===== src/rtl/elevador_pkg.sv =====
// Shared types and defaults for the elevator car controller.
// Holds the FSM state encoding and the parameter defaults used by the RTL and the bench.
package elevador_pkg;

    localparam int FLOORS_DEF       = 4;
    localparam int FLOOR_W_DEF      = 2;
    localparam int TRAVEL_TICKS_DEF = 8;

    typedef enum logic [1:0] {
        ST_IDLE      = 2'd0,
        ST_MOVE      = 2'd1,
        ST_DOOR_REQ  = 2'd2,
        ST_DOOR_WAIT = 2'd3
    } state_e;

    // The travel counter must be able to hold TRAVEL_TICKS-1; it is at least one bit wide.
    function automatic int cnt_width(input int ticks);
        return (ticks > 1) ? $clog2(ticks) : 1;
    endfunction

endpackage


===== src/rtl/elevador_scan.sv =====
// Combinational SCAN helper: reports whether calls are pending above, below or at a floor.
// The caller supplies any floor index; an index beyond the last floor yields no "here" call.
module elevador_scan
    import elevador_pkg::*;
#(
    parameter int FLOORS  = FLOORS_DEF,
    parameter int FLOOR_W = FLOOR_W_DEF
) (
    input  logic [FLOORS-1:0]  pending_i,
    input  logic [FLOOR_W-1:0] floor_i,
    output logic               any_above_o,
    output logic               any_below_o,
    output logic               here_o
);

    always_comb begin
        any_above_o = 1'b0;
        any_below_o = 1'b0;
        here_o      = 1'b0;
        for (int i = 0; i < FLOORS; i++) begin
            if (FLOOR_W'(i) > floor_i) begin
                any_above_o = any_above_o | pending_i[i];
            end
            if (FLOOR_W'(i) < floor_i) begin
                any_below_o = any_below_o | pending_i[i];
            end
            if (FLOOR_W'(i) == floor_i) begin
                here_o = here_o | pending_i[i];
            end
        end
    end

endmodule


===== src/rtl/elevador_ctrl.sv =====
// Elevator car controller: latches floor calls, picks direction with SCAN, steps floor by
// floor on tick pulses and hands each served floor to the door sequencer via start/done.
//
//   state        | meaning
//   ST_IDLE      | parked; choose between serving here, moving up or moving down
//   ST_MOVE      | travelling; counts ticks and steps one floor per TRAVEL_TICKS ticks
//   ST_DOOR_REQ  | one-cycle door_start pulse; clears the call at this floor
//   ST_DOOR_WAIT | doors cycling; waits for door_done
module elevador_ctrl
    import elevador_pkg::*;
#(
    parameter int FLOORS       = FLOORS_DEF,
    parameter int FLOOR_W      = FLOOR_W_DEF,
    parameter int TRAVEL_TICKS = TRAVEL_TICKS_DEF
) (
    input  logic               clk_i,
    input  logic               rst_i,
    input  logic               tick_i,
    input  logic [FLOORS-1:0]  call_req_i,
    input  logic               door_done_i,
    output logic               door_start_o,
    output logic [FLOOR_W-1:0] floor_o,
    output logic               dir_up_o,
    output logic               moving_o,
    output logic [FLOORS-1:0]  pending_o
);

    localparam int               CNT_W    = cnt_width(TRAVEL_TICKS);
    localparam logic [CNT_W-1:0] CNT_LAST = CNT_W'(TRAVEL_TICKS - 1);

    state_e             state_q, state_d;
    logic [FLOOR_W-1:0] floor_q, floor_d;
    logic               dir_up_q, dir_up_d;
    logic [CNT_W-1:0]   cnt_q, cnt_d;
    logic [FLOORS-1:0]  pending_q, pending_d;

    logic [FLOOR_W-1:0] floor_step;
    logic [FLOORS-1:0]  floor_oh;
    logic               in_door;
    logic               above_c, below_c, here_c;
    logic               above_n, below_n, here_n;

    assign floor_step = dir_up_q ? (floor_q + FLOOR_W'(1)) : (floor_q - FLOOR_W'(1));
    assign in_door    = (state_q == ST_DOOR_REQ) || (state_q == ST_DOOR_WAIT);

    always_comb begin
        floor_oh = '0;
        for (int i = 0; i < FLOORS; i++) begin
            floor_oh[i] = (FLOOR_W'(i) == floor_q);
        end
    end

    // Current floor drives the IDLE decision; the next floor drives the MOVE arrival decision.
    elevador_scan #(
        .FLOORS  (FLOORS),
        .FLOOR_W (FLOOR_W)
    ) u_scan_cur (
        .pending_i   (pending_q),
        .floor_i     (floor_q),
        .any_above_o (above_c),
        .any_below_o (below_c),
        .here_o      (here_c)
    );

    elevador_scan #(
        .FLOORS  (FLOORS),
        .FLOOR_W (FLOOR_W)
    ) u_scan_nxt (
        .pending_i   (pending_q),
        .floor_i     (floor_step),
        .any_above_o (above_n),
        .any_below_o (below_n),
        .here_o      (here_n)
    );

    always_comb begin
        state_d   = state_q;
        floor_d   = floor_q;
        dir_up_d  = dir_up_q;
        cnt_d     = cnt_q;
        pending_d = pending_q | (call_req_i & ~(in_door ? floor_oh : '0));

        case (state_q)
            ST_IDLE: begin
                if (here_c) begin
                    state_d = ST_DOOR_REQ;
                end else if (above_c && (dir_up_q || !below_c)) begin
                    dir_up_d = 1'b1;
                    state_d  = ST_MOVE;
                end else if (below_c) begin
                    dir_up_d = 1'b0;
                    state_d  = ST_MOVE;
                end
            end

            ST_MOVE: begin
                if (tick_i) begin
                    if (cnt_q == CNT_LAST) begin
                        cnt_d   = '0;
                        floor_d = floor_step;
                        if (here_n) begin
                            state_d = ST_DOOR_REQ;
                        end else if (dir_up_q ? above_n : below_n) begin
                            state_d = ST_MOVE;
                        end else begin
                            state_d = ST_IDLE;
                        end
                    end else begin
                        cnt_d = cnt_q + CNT_W'(1);
                    end
                end
            end

            ST_DOOR_REQ: begin
                pending_d = pending_d & ~floor_oh;
                state_d   = ST_DOOR_WAIT;
            end

            ST_DOOR_WAIT: begin
                if (door_done_i) begin
                    state_d = ST_IDLE;
                end
            end

            default: begin
                state_d = ST_IDLE;
            end
        endcase
    end

    always_ff @(posedge clk_i) begin
        if (rst_i) begin
            state_q   <= ST_IDLE;
            floor_q   <= '0;
            dir_up_q  <= 1'b1;
            cnt_q     <= '0;
            pending_q <= '0;
        end else begin
            state_q   <= state_d;
            floor_q   <= floor_d;
            dir_up_q  <= dir_up_d;
            cnt_q     <= cnt_d;
            pending_q <= pending_d;
        end
    end

    assign door_start_o = (state_q == ST_DOOR_REQ);
    assign moving_o     = (state_q == ST_MOVE);
    assign floor_o      = floor_q;
    assign dir_up_o     = dir_up_q;
    assign pending_o    = pending_q;

endmodule


===== config.mk =====
export PLATFORM = sky130hd
export DESIGN_NAME = elevador_ctrl
export DESIGN_NICKNAME = d
export VERILOG_FILES = /design/src/rtl/elevador_pkg.sv /design/src/rtl/elevador_scan.sv /design/src/rtl/elevador_ctrl.sv
export SDC_FILE = /design/constraint.sdc
export NUM_CORES = 1
export LEC_CHECK = 0
export CAP_MARGIN = 0
export CORE_ASPECT_RATIO = 1.1
export CORE_MARGIN = 2
export CORE_UTILIZATION = 53
export CTS_BUF_LIST = sky130_fd_sc_hd__clkbuf_8 sky130_fd_sc_hd__clkbuf_16
export CTS_CLUSTER_SIZE = 40
export DETAILED_ROUTE_END_ITERATION = 8
export PLACE_DENSITY = 0.92
export SLEW_MARGIN = 20
export SYNTH_ARGS = -nofsm -noshare
export SYNTH_HDL_FRONTEND = slang
export SYNTH_SLANG_ARGS = --single-unit

===== constraint.sdc =====
create_clock -name clk_i -period 3.5 [get_ports clk_i]
set_input_delay 0.35 -clock clk_i [delete_from_list [all_inputs] [get_ports clk_i]]
set_output_delay 0.35 -clock clk_i [all_outputs]
set_load 0.03 [all_outputs]

Word-level counts from Yosys, hierarchy flattened. Index checks and enable logic that the tools add are counted.

Flip-flop bits (word level): 12. Input port bits: 8. Output and inout bits: 9. Word-level logic and storage cells: 114.

$add $sub $neg: 3. Magnitude comparators: 16. Eq/ne operators: 14. Mux-type cells: 40. Bitwise operators: 24. Reductions and logical operators: 12.

Operators by type and width (number): 1-bit two-way mux (28); 1-bit OR (18); 2-bit two-way mux (8); 4-bit AND (2); 2-bit == test (first input constant) (4); 1-bit by 2-bit > comparator with 1-bit output (first input constant) (4); 2-bit > comparator (first input constant) (4); 1-bit by 2-bit < comparator with 1-bit output (first input constant) (4); 2-bit < comparator (first input constant) (4); 4-bit two-way mux (2); 4-bit NOT (2); 2-bit one-hot mux with 4 select lines (1); 2-bit logical NOT (3); 3-bit AND reduction (2); 1-bit by 2-bit == test with 1-bit output (first input constant) (2); 2-bit == test (second input constant) (2); 2-bit != test (second input constant) (2); 4-bit != test (second input constant) (1); 4-bit OR (1); 4-bit AND reduction (1); 3-bit by 1-bit adder with 3-bit output (second input constant) (1); 3-bit == test (second input constant) (1); 3-bit two-way mux (1); 2-bit by 1-bit adder with 2-bit output (second input constant) (1); 9 further kinds (10).

Longest topological paths before layout.
Depth after elaboration: 16. Depth in mapped cells: 7. Mapped depth without buffers: 6.

Hierarchy. From an unflattened synthesis, not the netlist that was laid out.

Cell total of the unflattened synthesis: 93. Area total of the unflattened synthesis: 782.0 sq um.

Modules (own cells, without submodules): elevador_ctrl (instances 1, cells each 75, area each 661.9 sq um); elevador_scan (instances 2, cells each 9, area each 60.1 sq um).

Worst setup path before layout. No wires, ideal clock.

Path type: reg-to-reg. From: reg floor_q[0], in the netlist floor_o[0]. To: reg state_q[1]. Data arrival time: 2.087 ns. Path slack: 1.297 ns. Cell stages (with the launch flop): 7. Buffers on the path: 0. Clock period less this slack: 2.203 ns. Cells stage by stage: dfxtp_1 inv_1 ha_1 xnor2_1 mux4_2 nor3b_1 o211a_1.

Word-level cells in the longest chain between the ends: 14. Elaborated cells on any way between the ends: 58.

RTL lines: start: declaration (line elevador_ctrl.sv:32) `logic [FLOOR_W-1:0] floor_q, floor_d;`; start signal: assignment (line elevador_ctrl.sv:140) `floor_q <= floor_d;`; 2-bit by 1-bit subtractor with 2-bit output (tied with other cells) (line elevador_ctrl.sv:43) `assign floor_step = dir_up_q ? (floor_q + FLOOR_W'(1)) : (floor_q - FLOOR_W'(1));`; 2-bit two-way mux or 1-bit two-way mux (tied branches) (line elevador_ctrl.sv:43, elevador_scan.sv:24); 2-bit logical NOT or 1-bit OR (tied branches) (line elevador_scan.sv:27, elevador_scan.sv:25); 1-bit two-way mux, on equally long branches (line elevador_scan.sv:27, elevador_scan.sv:24); 1-bit OR, on equally long branches (line elevador_scan.sv:28, elevador_scan.sv:25); 1-bit two-way mux, on equally long branches (line elevador_scan.sv:27, elevador_scan.sv:24); 1-bit OR, on equally long branches (line elevador_scan.sv:28, elevador_scan.sv:25); 1-bit two-way mux, on equally long branches (line elevador_scan.sv:27, elevador_scan.sv:24); 1-bit OR or 1-bit logical NOT (tied branches) (line elevador_scan.sv:28, elevador_ctrl.sv:87); 1-bit two-way mux or 1-bit logical OR (tied branches) (line elevador_scan.sv:27, elevador_ctrl.sv:87); 2-bit two-way mux or 1-bit logical AND (tied branches) (line elevador_ctrl.sv:101, elevador_ctrl.sv:87); 2-bit two-way mux, on equally long branches (line elevador_ctrl.sv:98, elevador_ctrl.sv:87); 2-bit two-way mux, on equally long branches (line elevador_ctrl.sv:97, elevador_ctrl.sv:85); 2-bit one-hot mux with 4 select lines (line elevador_ctrl.sv:83) `case (state_q)`; end signal: assignment (line elevador_ctrl.sv:139) `state_q <= state_d;`; end: declaration (line elevador_ctrl.sv:31) `state_e state_q, state_d;`.

Parallel ways exist; a longest one is shown, timed or not. The select of a mux whose other input is x is not followed. A chain may end at the register's enable or synchronous reset.

Worst setup path in the final report. Ends and elaborated chain as after synthesis.

==> run_results.csv <==
group,metric,value,unit
critical_path,worstRegToRegCells,6,
critical_path,cp.depth,6,
flow_run,drv_cap,0,
pwr,p_int,0.356,mW
yosys,synthCells,98,
sta,hold_viol,0,
yosys,synth_top_family_by_area,"compound AO/OA/AOI/OAI gates",
route,via_count,773,
sta,clock-skew-final,0.00132,ns
yosys,synth_xor_area_share,2.16,%
global_route,overflow,0,
route,antenna_left,0,
sta,max_freq,446,MHz
pwr,power_density,577,nW/um^2
layout,final_cell_mix,"clkdlybuf4s50_1, a21oi_1, nor2_1, dfxtp_1, nand2_1",
global_route,grt_max_degree,13,
layout,n_antenna_cell,0,
floorplanning,die_area,1860,um^2
yosys,synth_edf_count,0,
yosys,ys_warn_count,0,
critical_path,crit_fanout,10,
yosys,yosys.area_share.simple,21.5,%
layout,areaGrowthSynthToFinish,24.7,%
clock_network,cts_hold_buf,0,
layout,drive_above_1_share,7.08,%
clock_network,post_cts_resize_count,0,
sta,period_needed,2.24,ns
critical_path,crit_path_end_kind,"flop",
route,wl_per_cell,15.1,um
sta,rsz0062_at_grt,"false",
sta,tightest_slew,0.448,ns
critical_path,worst_path_largest_cell_delay,0.54,ns
critical_path,cp-startpoint,"floor_o[0]$_SDFFE_PP0P_",
yosys,synth_nets,114,
placement,dp_hpwl,1370,um
clock_network,clock_latency,0.25,ns
placement,port-buffer-count,16,
route,wl,1950,um
pwr,ir_drop,0.000404,V
clock_network,cts_buffers,3,
floorplanning,core,1400,um^2
route,dr.first_iter.drc_count,41,
pwr,swShare,39.0,%
route,drc_errors,0,
global_route,gr-usage-all-layers,26.3,%
yosys,synthDistinctLibCells,31,
yosys,yosysSeqAreaShare,29.6,%
global_route,antenna_found_initial,0,
yosys,synth_ff_type,"dfxtp_1",
floorplanning,die_w,41.3,um
clock_network,root_buffer,"clkbuf_8",
global_route,grt_first_pass_wirelength,3230,um
sta,setup_tns,0,ns
critical_path,r2r_setup_slack,1.26,ns
clock_network,cts_buffer_depth,2,
layout,final_common_cell,"clkdlybuf4s50_1",
critical_path,critical_path_class,"flop to flop",
sta,timing.final.crit_share,64.0,%
critical_path,crit_slowest_cell,"dfxtp_1",
critical_path,required,3.64,ns
clock_network,cts_tree,"built",
yosys,synth_mux_area_share,4.01,%
yosys,yosys.area_share.adder,12.3,%
floorplanning,top_level_ports,17,
floorplanning,num_rows,14,
clock_network,htreeDepth,1,
critical_path,r2r_end,"state_q[1]$_SDFFE_PP0P_",
pwr,seqPwrFrac,37.2,%
critical_path,r2r-start,"floor_o[0]$_SDFFE_PP0P_",
critical_path,endpoint,"state_q[1]$_SDFFE_PP0P_",
pwr,leakage,0.427,nW
route,via_per_inst,5.99,
clock_network,path_clk_slew,0.05,ns
pwr,clkPwrFrac,26.7,%
critical_path,path_buf_inv,1,
critical_path,critical_path.top_delay_family,"flip-flops",
pwr,power_switching,0.227,mW
critical_path,arrival,2.38,ns
run_status,outcome,"complete, no violations",
sta,slew_headroom,70.1,%
floorplanning,start_util,57.9,%
sta,final-setup-viol-count,0,
clock_network,postCtsSetupRepairBufs,0,
min_path,hold_path.class,"flop to flop",
placement,gp_congestion,0.896,
global_route,grt_pass1_vias,723,
yosys,async_reset_ff_share,0,%
floorplanning,die_y,45.0,um
route,firstDrtPassIters,4,
clock_network,clkSinkCount,12,
sta,slew_violations,0,
yosys,mappedNetlistArea,811,um^2
yosys,synth_compound_area_share,23.3,%
critical_path,path_cells,"inv_1 -> ha_1 -> xnor2_1 -> mux4_2 -> nor3b_1 -> o211a_1",
layout,final_nets,130,
pwr,combinationalPowerShare,36.0,%
critical_path,critPathLaunchType,"flop",
yosys,syn_avg_cell_area,8.27,um^2
sta,worst_hold_slack,0.478,ns
yosys,synth-seq-cells,12,
==> cell usage after synthesis, drive strengths merged, types with 2 or more instances <==
master	count	area, um^2
a21oi	13	65.1
dfxtp	12	240
nor2	12	45.0
nand2	10	37.5
ha	8	100
inv	6	22.5
buf	3	27.5
nand3	3	15.0
nor2b	3	18.8
nor3b	3	22.5
a221oi	2	17.5
a31oi	2	12.5
clkbuf	2	7.51
o21bai	2	15.0
xnor2	2	17.5
==> stage by stage <==
| stage | cells | total power, mW | instance area, um^2 | utilization [%] | setup WS [ns] |
|---|---|---|---|---|---|
| 2_1_floorplan | 98 | 0.369 | 811 | - | 1.30 |
| 3_3_place_gp | 125 | 0.418 | 956 | 68.2 | 1.46 |
| 4_1_cts | 129 | 0.583 | 1010 | 72.1 | 1.25 |
| 5_1_grt | 129 | 0.618 | 1010 | 72.1 | 1.04 |
| 3_5_place_dp | 125 | 0.425 | 956 | 68.2 | 1.28 |
| 6_report | 129 | 0.583 | 1010 | 72.1 | 1.26 |
==> worst min-delay path by stage <==
stage	from	endpoint	slack, ns	cells past startpoint
after floorplan	cnt_q[1]$_SDFFE_PP0P_	cnt_q[1]$_SDFFE_PP0P_	0.44	2
after global placement	cnt_q[2]$_SDFFE_PP0P_	cnt_q[2]$_SDFFE_PP0P_	0.45	2
after detailed placement	cnt_q[1]$_SDFFE_PP0P_	cnt_q[1]$_SDFFE_PP0P_	0.46	2
after CTS	cnt_q[2]$_SDFFE_PP0P_	cnt_q[2]$_SDFFE_PP0P_	0.47	2
after global routing	cnt_q[1]$_SDFFE_PP0P_	cnt_q[1]$_SDFFE_PP0P_	0.51	2
final	cnt_q[1]$_SDFFE_PP0P_	cnt_q[1]$_SDFFE_PP0P_	0.48	2
==> cell type report <==
type / instances / area (um^2)
timing repair buffer: 16 / 160
clock buffer: 4 / 55.1
inverter: 6 / 22.5
tap: 16 / 20.0
fill: 117 / 390
sequential: 12 / 240
multi-input combinational: 75 / 513
==> flip-flops by register name, summed over array words and instances (netlist names) <==
signal	cells
pending_o	4
cnt_q	3
floor_o	2
state_q	2
dir_up_o	1
==> layer usage <==
metal	global-route usage [%]	wire [um]	vias to the layer above
met4	18.1	40	0
li1	-	-	378
met2	36.6	950	33
met3	7.88	119	10
met1	34.1	835	352
met5	0	0	-
==> tightest hold or removal path: stages (launching register included) <==
cell	delay, ns
dfxtp_1	0.31
nand2_1	0.05
a21oi_1	0.06
==> logic make-up after synthesis <==
group	after synthesis
and+or+nand+nor	36
AOI/OAI and AO/OA	27
DFF	12
buffers and inverters	11
adders and majority gates	8
xor gates and xnor gates	2
muxes	2
==> power groups by stage <==
stage | combinational, mW | clock (mW) | sequential, mW
floorplan | 0.176 | 0 | 0.193
global placement | 0.203 | 0 | 0.215
detailed placement | 0.208 | 0 | 0.217
CTS | 0.210 | 0.158 | 0.215
global route | 0.230 | 0.167 | 0.221
finish | 0.210 | 0.156 | 0.217
No activity file was read; power rests on OpenSTA's default activity.
